--- src/rtl/cds_row_writer_if.sv ---
// Column sample write/readout bundle for cds_row_writer: ADC sample stream in,
// reset/signal banks plus row handshake out.
interface cds_row_writer_if #(
  parameter int unsigned mux_width       = 2,
  parameter int unsigned bus_width       = 8,
  parameter int unsigned row_count_width = 10
);
  logic                           sample_valid;
  logic [bus_width-1:0]           sample_data;
  logic                           sample_ready;
  logic                           frame_start;
  logic [mux_width*bus_width-1:0] reset_bank;
  logic [mux_width*bus_width-1:0] signal_bank;
  logic                           row_ready;
  logic                           row_ack;
  logic [row_count_width-1:0]     row_count;
  logic                           overrun;

  modport slave (
    input  sample_valid, sample_data, frame_start, row_ack,
    output sample_ready, reset_bank, signal_bank, row_ready, row_count, overrun
  );

  modport master (
    output sample_valid, sample_data, frame_start, row_ack,
    input  sample_ready, reset_bank, signal_bank, row_ready, row_count, overrun
  );
endinterface

--- src/rtl/cds_row_writer.sv ---
// Fills the reset-level and signal-level column banks from a column-serial ADC
// stream and hands each completed row to the readout side via row_ready/row_ack.
module cds_row_writer #(
  parameter int unsigned mux_width       = 2,
  parameter int unsigned bus_width       = 8,
  parameter int unsigned row_count_width = 10
) (
  input logic             clk,
  input logic             reset,
  cds_row_writer_if.slave bus
);

  localparam int unsigned col_width = (mux_width > 1) ? $clog2(mux_width) : 1;
  localparam logic [col_width-1:0] last_col = col_width'(mux_width - 1);

  typedef enum logic [1:0] {WR_RST, WR_SIG, HOLD} state_t;

  state_t                         state;
  logic [col_width-1:0]           col;
  logic [mux_width*bus_width-1:0] reset_bank_q;
  logic [mux_width*bus_width-1:0] signal_bank_q;
  logic                           sample_ready_q;
  logic                           row_ready_q;
  logic [row_count_width-1:0]     row_count_q;
  logic                           overrun_q;
  logic                           accept;

  assign accept = bus.sample_valid && sample_ready_q;

  always_ff @(posedge clk or negedge reset) begin
    if (!reset) begin
      state          <= WR_RST;
      col            <= '0;
      reset_bank_q   <= '0;
      signal_bank_q  <= '0;
      sample_ready_q <= 1'b0;
      row_ready_q    <= 1'b0;
      row_count_q    <= '0;
      overrun_q      <= 1'b0;
    end else begin
      // Dropped samples are flagged even when frame_start wins the cycle.
      if (bus.sample_valid && !sample_ready_q)
        overrun_q <= 1'b1;

      if (bus.frame_start) begin
        state          <= WR_RST;
        col            <= '0;
        row_ready_q    <= 1'b0;
        sample_ready_q <= 1'b1;
        row_count_q    <= '0;
      end else begin
        case (state)
          WR_RST: begin
            sample_ready_q <= 1'b1;
            if (accept) begin
              reset_bank_q[col*bus_width +: bus_width] <= bus.sample_data;
              if (col == last_col) begin
                col   <= '0;
                state <= WR_SIG;
              end else begin
                col <= col + 1'b1;
              end
            end
          end
          WR_SIG: begin
            if (accept) begin
              signal_bank_q[col*bus_width +: bus_width] <= bus.sample_data;
              if (col == last_col) begin
                col            <= '0;
                state          <= HOLD;
                sample_ready_q <= 1'b0;
                row_ready_q    <= 1'b1;
              end else begin
                col <= col + 1'b1;
              end
            end
          end
          HOLD: begin
            if (bus.row_ack) begin
              state          <= WR_RST;
              col            <= '0;
              row_ready_q    <= 1'b0;
              sample_ready_q <= 1'b1;
              row_count_q    <= row_count_q + 1'b1;
            end
          end
          default: begin
            state <= WR_RST;
            col   <= '0;
          end
        endcase
      end
    end
  end

  assign bus.sample_ready = sample_ready_q;
  assign bus.reset_bank   = reset_bank_q;
  assign bus.signal_bank  = signal_bank_q;
  assign bus.row_ready    = row_ready_q;
  assign bus.row_count    = row_count_q;
  assign bus.overrun      = overrun_q;

endmodule
--- src/flat_wrapper.sv ---
// flat-port wrapper written by rule: the top's interface ports become plain ports
module cds_row_writer_flat 
#(
  parameter int unsigned mux_width       = 2,
  parameter int unsigned bus_width       = 8,
  parameter int unsigned row_count_width = 10
)
  (clk, reset, bus_sample_valid, bus_sample_data, bus_frame_start, bus_row_ack, bus_sample_ready, bus_reset_bank, bus_signal_bank, bus_row_ready, bus_row_count, bus_overrun);
  cds_row_writer_if #(.mux_width(mux_width), .bus_width(bus_width), .row_count_width(row_count_width)) bus_i ();
  input logic clk;
  input logic reset;
  input wire logic [$bits(bus_i.sample_valid)-1:0] bus_sample_valid;
  input wire logic [$bits(bus_i.sample_data)-1:0] bus_sample_data;
  input wire logic [$bits(bus_i.frame_start)-1:0] bus_frame_start;
  input wire logic [$bits(bus_i.row_ack)-1:0] bus_row_ack;
  output wire logic [$bits(bus_i.sample_ready)-1:0] bus_sample_ready;
  output wire logic [$bits(bus_i.reset_bank)-1:0] bus_reset_bank;
  output wire logic [$bits(bus_i.signal_bank)-1:0] bus_signal_bank;
  output wire logic [$bits(bus_i.row_ready)-1:0] bus_row_ready;
  output wire logic [$bits(bus_i.row_count)-1:0] bus_row_count;
  output wire logic [$bits(bus_i.overrun)-1:0] bus_overrun;
  assign bus_i.sample_valid = bus_sample_valid;
  assign bus_i.sample_data = bus_sample_data;
  assign bus_i.frame_start = bus_frame_start;
  assign bus_i.row_ack = bus_row_ack;
  assign bus_sample_ready = bus_i.sample_ready;
  assign bus_reset_bank = bus_i.reset_bank;
  assign bus_signal_bank = bus_i.signal_bank;
  assign bus_row_ready = bus_i.row_ready;
  assign bus_row_count = bus_i.row_count;
  assign bus_overrun = bus_i.overrun;
  cds_row_writer #(.mux_width(mux_width), .bus_width(bus_width), .row_count_width(row_count_width)) u_core (.clk(clk), .reset(reset), .bus(bus_i));
endmodule
--- config.mk ---
export PLATFORM = sky130hd
export DESIGN_NAME = cds_row_writer_flat
export DESIGN_NICKNAME = d
export VERILOG_FILES = /design/src/rtl/cds_row_writer_if.sv /design/src/rtl/cds_row_writer.sv /design/src/flat_wrapper.sv
export SDC_FILE = /design/constraint.sdc
export NUM_CORES = 1
export LEC_CHECK = 0
export BUFFER_PORTS_ARGS = -buffer_cell sky130_fd_sc_hd__buf_2
export CORE_MARGIN = 2
export CORE_UTILIZATION = 45
export CTS_CLUSTER_SIZE = 25
export DETAILED_ROUTE_END_ITERATION = 10
export PLACE_DENSITY = 0.81
export SLEW_MARGIN = 5
export SYNTH_ARGS = -nofsm -noshare
export SYNTH_HDL_FRONTEND = slang
export SYNTH_SLANG_ARGS = --single-unit
--- constraint.sdc ---
create_clock -name clk -period 2.7 [get_ports clk]
set_clock_uncertainty 0.15 [all_clocks]
set_input_delay 0.27 -clock clk [delete_from_list [all_inputs] [get_ports clk]]
set_output_delay 0.27 -clock clk [all_outputs]
set_load 0.02 [all_outputs]
# After elaboration in Yosys (flattened, before gate mapping)
# Cells that the tools add are included.
# Widths: inputs -> output; s select.
word_totals:
  in_bits: 13
  reg_bits: 48
  word_cells: 64
classes:
  mux: 26
  reduce_logical: 16
  shifts: 2
  bitwise: 1
  eq_ne: 8
  addsub: 3
ops:
  columns: ["op", "count"]
  rows:
  - ["$neg 4->34", 1]
  - ["$shift 8x34->16 const A", 1]
  - ["$shiftx 8x34->16", 1]
  - ["$bwmux 16", 2]
  - ["$mux 10", 3]
  - ["$mux 2", 6]
  - ["$ne 3x2->1 const B", 4]
  - ["$mux 1", 11]
  - ["$add 10x1->10 const B", 1]
  - ["$reduce_and 4->1", 2]
  - ["$pmux 2 s3", 1]
  - ["$reduce_and 3->1", 2]
  - ["$reduce_and 5->1", 1]
  - ["$pmux 1 s2", 2]
  - ["$reduce_and 2->1", 2]
  - ["$reduce_bool 2->1", 2]
  - ["$reduce_bool 4->1", 1]
  - ["$ne 3x1->1 const B", 1]
  - ["$ne 3x3->1 const B", 1]
  - ["$pmux 1 s3", 1]
  - ["$reduce_bool 3->1", 1]
  - ["$eq 2x1->1 const B", 1]
  - ["$eq 2x2->1 const B", 1]
  - ["$logic_and 1x1->1", 2]
  - ["5 further kinds", 5]

# Logic depth before layout (Yosys ltp)
# Gate-level depths: netlist (run 1).
depth:
  word_depth: 5
  mapped_depth: 6

# Worst setup path before layout (run 1)
# No wires, ideal clock.
synth_timing:
  path_kind: "reg2reg"
  start: "register u_core.state[0]"
  end: "register u_core.row_count_q[9] (netlist: u_core.bus.row_count[9])"
  stages_incl_launch_ff: 7
  path_slack_ns: 1.040
  arrival_time_ns: 1.378
  required_ns: 2.418
  synth_period_minus_slack_ns: 1.660
  path_buffers: 0
  cell_sequence: "dfrtp_1 -> inv_1 -> ha_1 -> a21oi_2 -> nor4_1 -> xnor2_1 -> nor2_1"
synth_via:
  elab_chain_len: 3
synth_rtl:
  columns: ["item", "line", "rtl"]
  rows:
  - ["start: declaration", "cds_row_writer.sv:18", "state_t state;"]
  - ["start signal: assignment", "cds_row_writer.sv:32", "state <= WR_RST;"]
  - ["start signal: assignment", "cds_row_writer.sv:46", "state <= WR_RST;"]
  - ["start signal: assignment", "cds_row_writer.sv:59", "state <= WR_SIG;"]
  - ["$eq 2x2->1", "cds_row_writer.sv:52", "case (state)"]
  - ["$reduce_bool 2->1 (no source line)", null, null]
  - ["$reduce_and 2->1 (no source line)", null, null]
  - ["end signal: assignment", "cds_row_writer.sv:84", "row_count_q <= row_count_q + 1'b1;"]
  - ["end: declaration", "cds_row_writer.sv:24", "logic [row_count_width-1:0] row_count_q;"]
# No other way between the ends.
# A chain may end at the register's enable or synchronous reset.

# Final worst setup path (run 1)
# Same ends and word-level chain as after synthesis.

==> metrics.yaml, run 1 <==
outcome:
  status: "complete, no violations"
placed_design:
  io_buffers: 57
  globalplace.congestion: 0.751
  dp_hpwl_um: 2890
  dp.cells: 266
power:
  p_sw_uw: 894
  power.density_nw_per_um2: 982
  vdd_ir_drop_max_uv: 576
  fin_total_pwr_uw: 2510
  p_int_uw: 1610
  swShare: 0.357
  clkPwrFrac: 0.201
  pwr-share-comb: 0.372
  leakagePower_uw: 0.00128
  seq_power_share: 0.427
synthesis:
  yosysSeqAreaShare: 0.576
  synthesis.area_um2: 2090
  synth-seq-cells: 48
  synthCells: 158
  yosysWarnings: 0
  yosysUniqueCellTypes: 35
  avgSynthCellArea_um2: 13.2
  syn_nets: 176
finish:
  fin_cells: 275
  antennaDiodeCount: 0
  multi_input_area_um2: 861
  areaGrowthSynthToFinish_pct: 22.4
  drive_gt1_frac: 0.475
  nNetsFinal: 240
  fill_cells: 391
  seqCellArea_um2: 1200
timing:
  slew-limit-headroom: 0.725
  fin_crit_ps: 1820
  final-hold-violation-count: 0
  timing.fmax_mhz: 550
  finalCritPeriodShare: 0.673
  setup_viol: 0
  fin_setup_tns_ps: 0
  tightest_slew_ps: 413
  rsz0062_at_grt: "false"
  slew_viol_final: 0
routing:
  ant_nets: 0
  via_per_inst: 5.18
  first_pass_iters: 4
  drc: 0
  via_count: 1424
  wl_per_cell_um: 14.5
  first_iter_violations: 27
  drt-total-wl_um: 3980
floorplanning:
  fp.coreArea_um2: 4410
  dieArea_um2: 5200
  die_w_um: 72.1
  die_h_um: 72.1
  start_util: 0.473
  rows: 24
  ioPinCount: 58
worst_setup_path:
  startpoint_type: "flop"
  required_ps: 2720
  criticalPathCategory: "reg -> reg"
  cp_slowest_cell: "dfrtp_1"
  reg2reg_slack_ps: 880
  ff2ff_path_depth: 6
  critical_path_buf_inv_count: 1
  cp_max_fo: 8
  cp_cell_sequence: "inv_1 -> ha_1 -> a21oi_2 -> nor4_1 -> xnor2_1 -> nor2_1"
  critPathMaxStageDelay_ps: 400
  cp.depth: 6
  end_kind: "flop"
  cp.arrival_ps: 1840
  cp_top_family: "simple AND/OR/NAND/NOR gates"
clock_network:
  clock_latency_ps: 290
  htreeDepth: 2
  cts.clk_slew.worst_paths_ps: 80
  clock_path_buffers: 2
  cts_made_buffers: 5
  cts.repair.resized: 0
  clock-sinks: 48
  cts_tree: "built"
  cts-root-buf: "clkbuf_8"
grt:
  antenna_found_initial: 0
  grt_pass1_vias: 1480
  grtUsageTotal: 0.170
  grt_max_degree: 31
  grt_pass1_wl_um: 6830
  overflow: 0
job:
  maxCapViolations: 0
worst_hold_path:
  holdPathStages: 2
  worstHoldPathType: "in -> reg"
[cells in the mapped netlist]
master / instances / area (um^2)
xnor2_1: 6 / 52.6
nand2_4: 2 / 22.5
o211ai_1: 1 / 7.51
mux2_4: 2 / 30.0
nor4_1: 1 / 6.26
or3_1: 1 / 6.26
a21oi_2: 1 / 8.76
nor3_2: 1 / 10.0
nand2b_1: 1 / 6.26
and3_2: 1 / 7.51
and2_1: 1 / 6.26
nor3b_1: 1 / 7.51
a21oi_1: 5 / 25.0
mux2i_1: 1 / 10.0
nor2_1: 11 / 41.3
xor2_1: 2 / 17.5
nand2_2: 3 / 18.8
ha_1: 5 / 62.6
o21ai_0: 5 / 25.0
nor2b_1: 1 / 6.26
nor4b_2: 2 / 30.0
nand4_1: 1 / 6.26
nor3b_4: 1 / 18.8
inv_1: 4 / 15.0
clkbuf_1: 1 / 3.75
mux2_2: 28 / 315
a211oi_1: 1 / 7.51
a21o_1: 1 / 7.51
nor3_1: 4 / 20.0
dfrtp_1: 48 / 1200
nand3_1: 4 / 20.0
buf_2: 1 / 5.00
o32ai_1: 1 / 8.76
mux2_1: 2 / 22.5
nand2_1: 7 / 26.3
[layer usage]
layer	track usage	part of all wire	wire length [um]
met1	0.228	0.45	1800
met3	0.0458	0.058	231
met5	0	0	0
met2	0.270	0.48	1890
met4	0.0545	0.013	50
[final timing paths]
path | startpoint | end
setup / recovery | u_core.state[0]$_DFFE_PN0P_ | u_core.bus.row_count[9]$_DFFE_PN0P_
hold / removal | bus_sample_data[0] | u_core.bus.signal_bank[0]$_DFFE_PN0P_
setup reg to reg | u_core.state[0]$_DFFE_PN0P_ | u_core.bus.row_count[9]$_DFFE_PN0P_
hold reg to reg | u_core.bus.overrun$_DFFE_PN0P_ | u_core.bus.overrun$_DFFE_PN0P_
max in group asynchronous | reset | u_core.bus.reset_bank[11]$_DFFE_PN0P_
min in group asynchronous | reset | u_core.bus.sample_ready$_DFFE_PN0P_
[cells by family after synthesis]
family	count (synthesis)	synth area share
and+or+nand+nor	43	0.125
AOI/OAI and AO/OA	15	0.0432
adders and majority gates	5	0.0300
muxes	33	0.181
buffers and inverters	6	0.0114
DFF	48	0.576
xor gates and xnor gates	8	0.0336
[power by group through the flow]
| stage | combinational [uW] | sequential [uW] | clock, uW |
|---|---|---|---|
| after detailed placement | 944 | 1080 | 0 |
| after floorplan | 336 | 1360 | 0 |
| after global routing | 1000 | 1110 | 548 |
| after global placement | 925 | 1070 | 0 |
| after CTS | 947 | 1070 | 517 |
| final | 932 | 1070 | 503 |
[cells in the final DEF (no fill, tap or decap), types with 2 or more instances in the layout]
cell type / Yosys / final
nand2_1: 7 / 7
mux2_1: 2 / 2
nor2_1: 11 / 11
dfrtp_1: 48 / 48
nor4b_2: 2 / 2
clkbuf_8: 0 / 5
nand3_1: 4 / 4
ha_1: 5 / 5
nand2_4: 2 / 2
buf_2: 1 / 57
xor2_1: 2 / 2
nor3_1: 4 / 4
inv_1: 4 / 4
mux2_2: 28 / 28
o21ai_0: 5 / 5
nand2_2: 3 / 3
a21oi_1: 5 / 5
mux2_4: 2 / 2
xnor2_1: 6 / 6
[layout make-up]
cell class / count / area share
inverter: 4 / 0.00588
timing repair buffer: 59 / 0.119
multi-input combinational: 104 / 0.337
sequential: 48 / 0.471
clock buffer: 6 / 0.0284
clock inverter: 2 / 0.0137
tap: 52 / 0.0255
[sequential cells by signal, indices dropped and copies added, names as in the netlist]
name and flops:
u_core.bus.signal_bank 16, u_core.state 2, u_core.bus.overrun 1, u_core.col 1, u_core.bus.row_ready 1, u_core.bus.row_count 10
u_core.bus.reset_bank 16, u_core.bus.sample_ready 1
[through the flow]
stage	instance area, um^2	setup WS, ps	hold WS [ps]	util
floorplan	2090	1040	-176	-
global placement	2430	973	78.2	0.552
detailed placement	2430	869	72.2	0.552
CTS	2550	860	70.7	0.578
global route	2550	670	79.4	0.578
finish	2550	883	72.8	0.578
[what timing repair did]
item / 4_1_cts / 5_1_grt
setup buffers: 0 / 0
endpoints found under the hold margin: 18 / 0
hold buffers: 1 / 0
(Power assumes the default switching activity.)
==> inputs of run 2 (changes only) <==
clock period = 1.9 ns   (was 2.7 ns; I/O delays follow)
==> run 2 against run 1 <==
Compared with the run above:
- flip-flop and latch count unchanged
- total power up 39%
- critical endpoint is now u_core.bus.signal_bank[14]$_DFFE_PN0P_
- global-route usage up 0.49 points
- register-to-register slack worse by 690 ps
- die area unchanged
- non-clock buffer count up 3
- worst hold slack worse by 65 ps
- wire length up 5.1%
- setup slack worse by 710 ps
- sequential power up 43%
- cell area up 0.93%
- sequential share of layout area down 0.43 points
==> metrics.yaml, run 2 (synthesis gave the netlist of run 1 again) <==
outcome:
  status: "complete, no violations"
grt:
  grtUsageTotal: 0.175
  grt_pass1_vias: 1465
  overflow: 0
  antenna_found_initial: 0
  grt_max_degree: 41
  grt_pass1_wl_um: 6880
power:
  power.density_nw_per_um2: 1360
  leakagePower_uw: 0.00129
  fin_total_pwr_uw: 3490
  vdd_ir_drop_max_uv: 876
clock_network:
  cts.clk_slew.worst_paths_ps: 80
  clock_latency_ps: 300
  clock_path_buffers: 2
  cts_made_buffers: 5
  cts.repair.resized: 0
  htreeDepth: 2
  cts_tree: "built"
  clock-sinks: 48
  cts-root-buf: "clkbuf_8"
worst_setup_path:
  cp.arrival_ps: 1770
  cp_max_fo: 8
  startpoint_type: "input port"
  criticalPathCategory: "in -> reg"
  end_kind: "flop"
  required_ps: 1940
  ff2ff_path_depth: 7
timing:
  tightest_slew_ps: 369
  fin_setup_tns_ps: 0
  timing.fmax_mhz: 578
  final-hold-violation-count: 0
  slew-limit-headroom: 0.754
  final.hold.worst_slack_ps: 7.50
  fin_crit_ps: 1730
  rsz0062_at_grt: "false"
  setup_viol: 0
  slew_viol_final: 0
  finalCritPeriodShare: 0.911
routing:
  first_pass_iters: 4
  drt-total-wl_um: 4180
  via_count: 1466
  ant_nets: 0
  drc: 0
  wl_per_cell_um: 15.1
  first_iter_violations: 54
  via_per_inst: 5.29
finish:
  antennaDiodeCount: 0
  drive_gt1_frac: 0.476
  layout.cells.most_common: "buf_2"
  nNetsFinal: 243
  fill_cells: 348
  mostFrequentLayoutCells: "buf_2 (57), dfrtp_1 (48), mux2_2 (28), nor2_1 (11), nand2_1 (7)"
  final_area_um2: 2580
  fin_util: 0.584
  areaGrowthSynthToFinish_pct: 23.5
floorplanning:
  die_w_um: 72.1
  start_util: 0.473
  fp.coreArea_um2: 4410
  rows: 24
  dieArea_um2: 5200
  ioPinCount: 58
  die_h_um: 72.1
placed_design:
  globalplace.congestion: 0.758
  post_dp_cell_area_um2: 2450
  dp_hpwl_um: 2990
  io_buffers: 57
worst_hold_path:
  holdPathStages: 2
  worstHoldPathType: "in -> reg"
job:
  maxCapViolations: 0
==> run 2: changes by cell type in the layout (fill, tap and decap cells not counted) <==
cell	before	now
buf_12	0	1
bufinv_16	1	0
clkbuf_1	1	0
clkbuf_8	5	6
clkinv_2	1	0
clkinv_4	0	1
dlygate4sd3_1	1	3
==> run 2: critical path, stage by stage <==
cell and delay, ps:
dlygate4sd3_1 520, buf_2 140, nand2_2 100, nor3b_4 320
nand2_4 170, mux2_4 330
==> run 2: timing repair <==
item | in CTS | in global routing
hold buffers | 3 | 0
endpoints found under the hold margin | 51 | 0
buffers inserted | 0 | 0
==> run 2: power breakdown <==
group	switching, uW	internal, uW	total, uW
Sequential	178	1350	1530
Clock	333	290	624
Combinational	780	559	1340
Total	1290	2200	3490
==> run 2: final timing paths <==
check / from / endpoint / slack, ps
worst max-delay path: bus_sample_valid / u_core.bus.signal_bank[14]$_DFFE_PN0P_ / 170
worst min-delay path: bus_sample_data[1] / u_core.bus.signal_bank[9]$_DFFE_PN0P_ / 8
worst max register to register: u_core.state[0]$_DFFE_PN0P_ / u_core.col$_DFFE_PN0P_ / 190
worst min register to register: u_core.bus.overrun$_DFFE_PN0P_ / u_core.bus.overrun$_DFFE_PN0P_ / 310
max in group asynchronous: reset / u_core.bus.reset_bank[14]$_DFFE_PN0P_ / 1010
min in group asynchronous: reset / u_core.bus.row_count[4]$_DFFE_PN0P_ / 120
==> run 2: area by class of cell <==
type | count | area [um^2] | area share
inverter | 4 | 15.0 | 0.00583
clock inverter | 1 | 8.76 | 0.00340
multi-input combinational | 104 | 861 | 0.334
tap | 52 | 65.1 | 0.0253
clock buffer | 6 | 82.6 | 0.0321
timing repair buffer | 62 | 343 | 0.133
sequential | 48 | 1200 | 0.466
==> run 2: routing by layer <==
metal / vias up / GRT usage / part of all wire
met4: 0 / 0.0922 / 0.019
met1: 729 / 0.227 / 0.45
met5: - / 0 / 0
li1: 682 / - / -
met2: 47 / 0.269 / 0.47
met3: 8 / 0.0458 / 0.067
==> run 2: per-stage QoR <==
| step | setup WS [ps] | instances |
|---|---|---|
| 6_report | 170 | 277 |
| 5_1_grt | 46.4 | 277 |
| 4_1_cts | 167 | 277 |
| 3_5_place_dp | 175 | 267 |
| 3_3_place_gp | 276 | 267 |
| 2_1_floorplan | 240 | 158 |
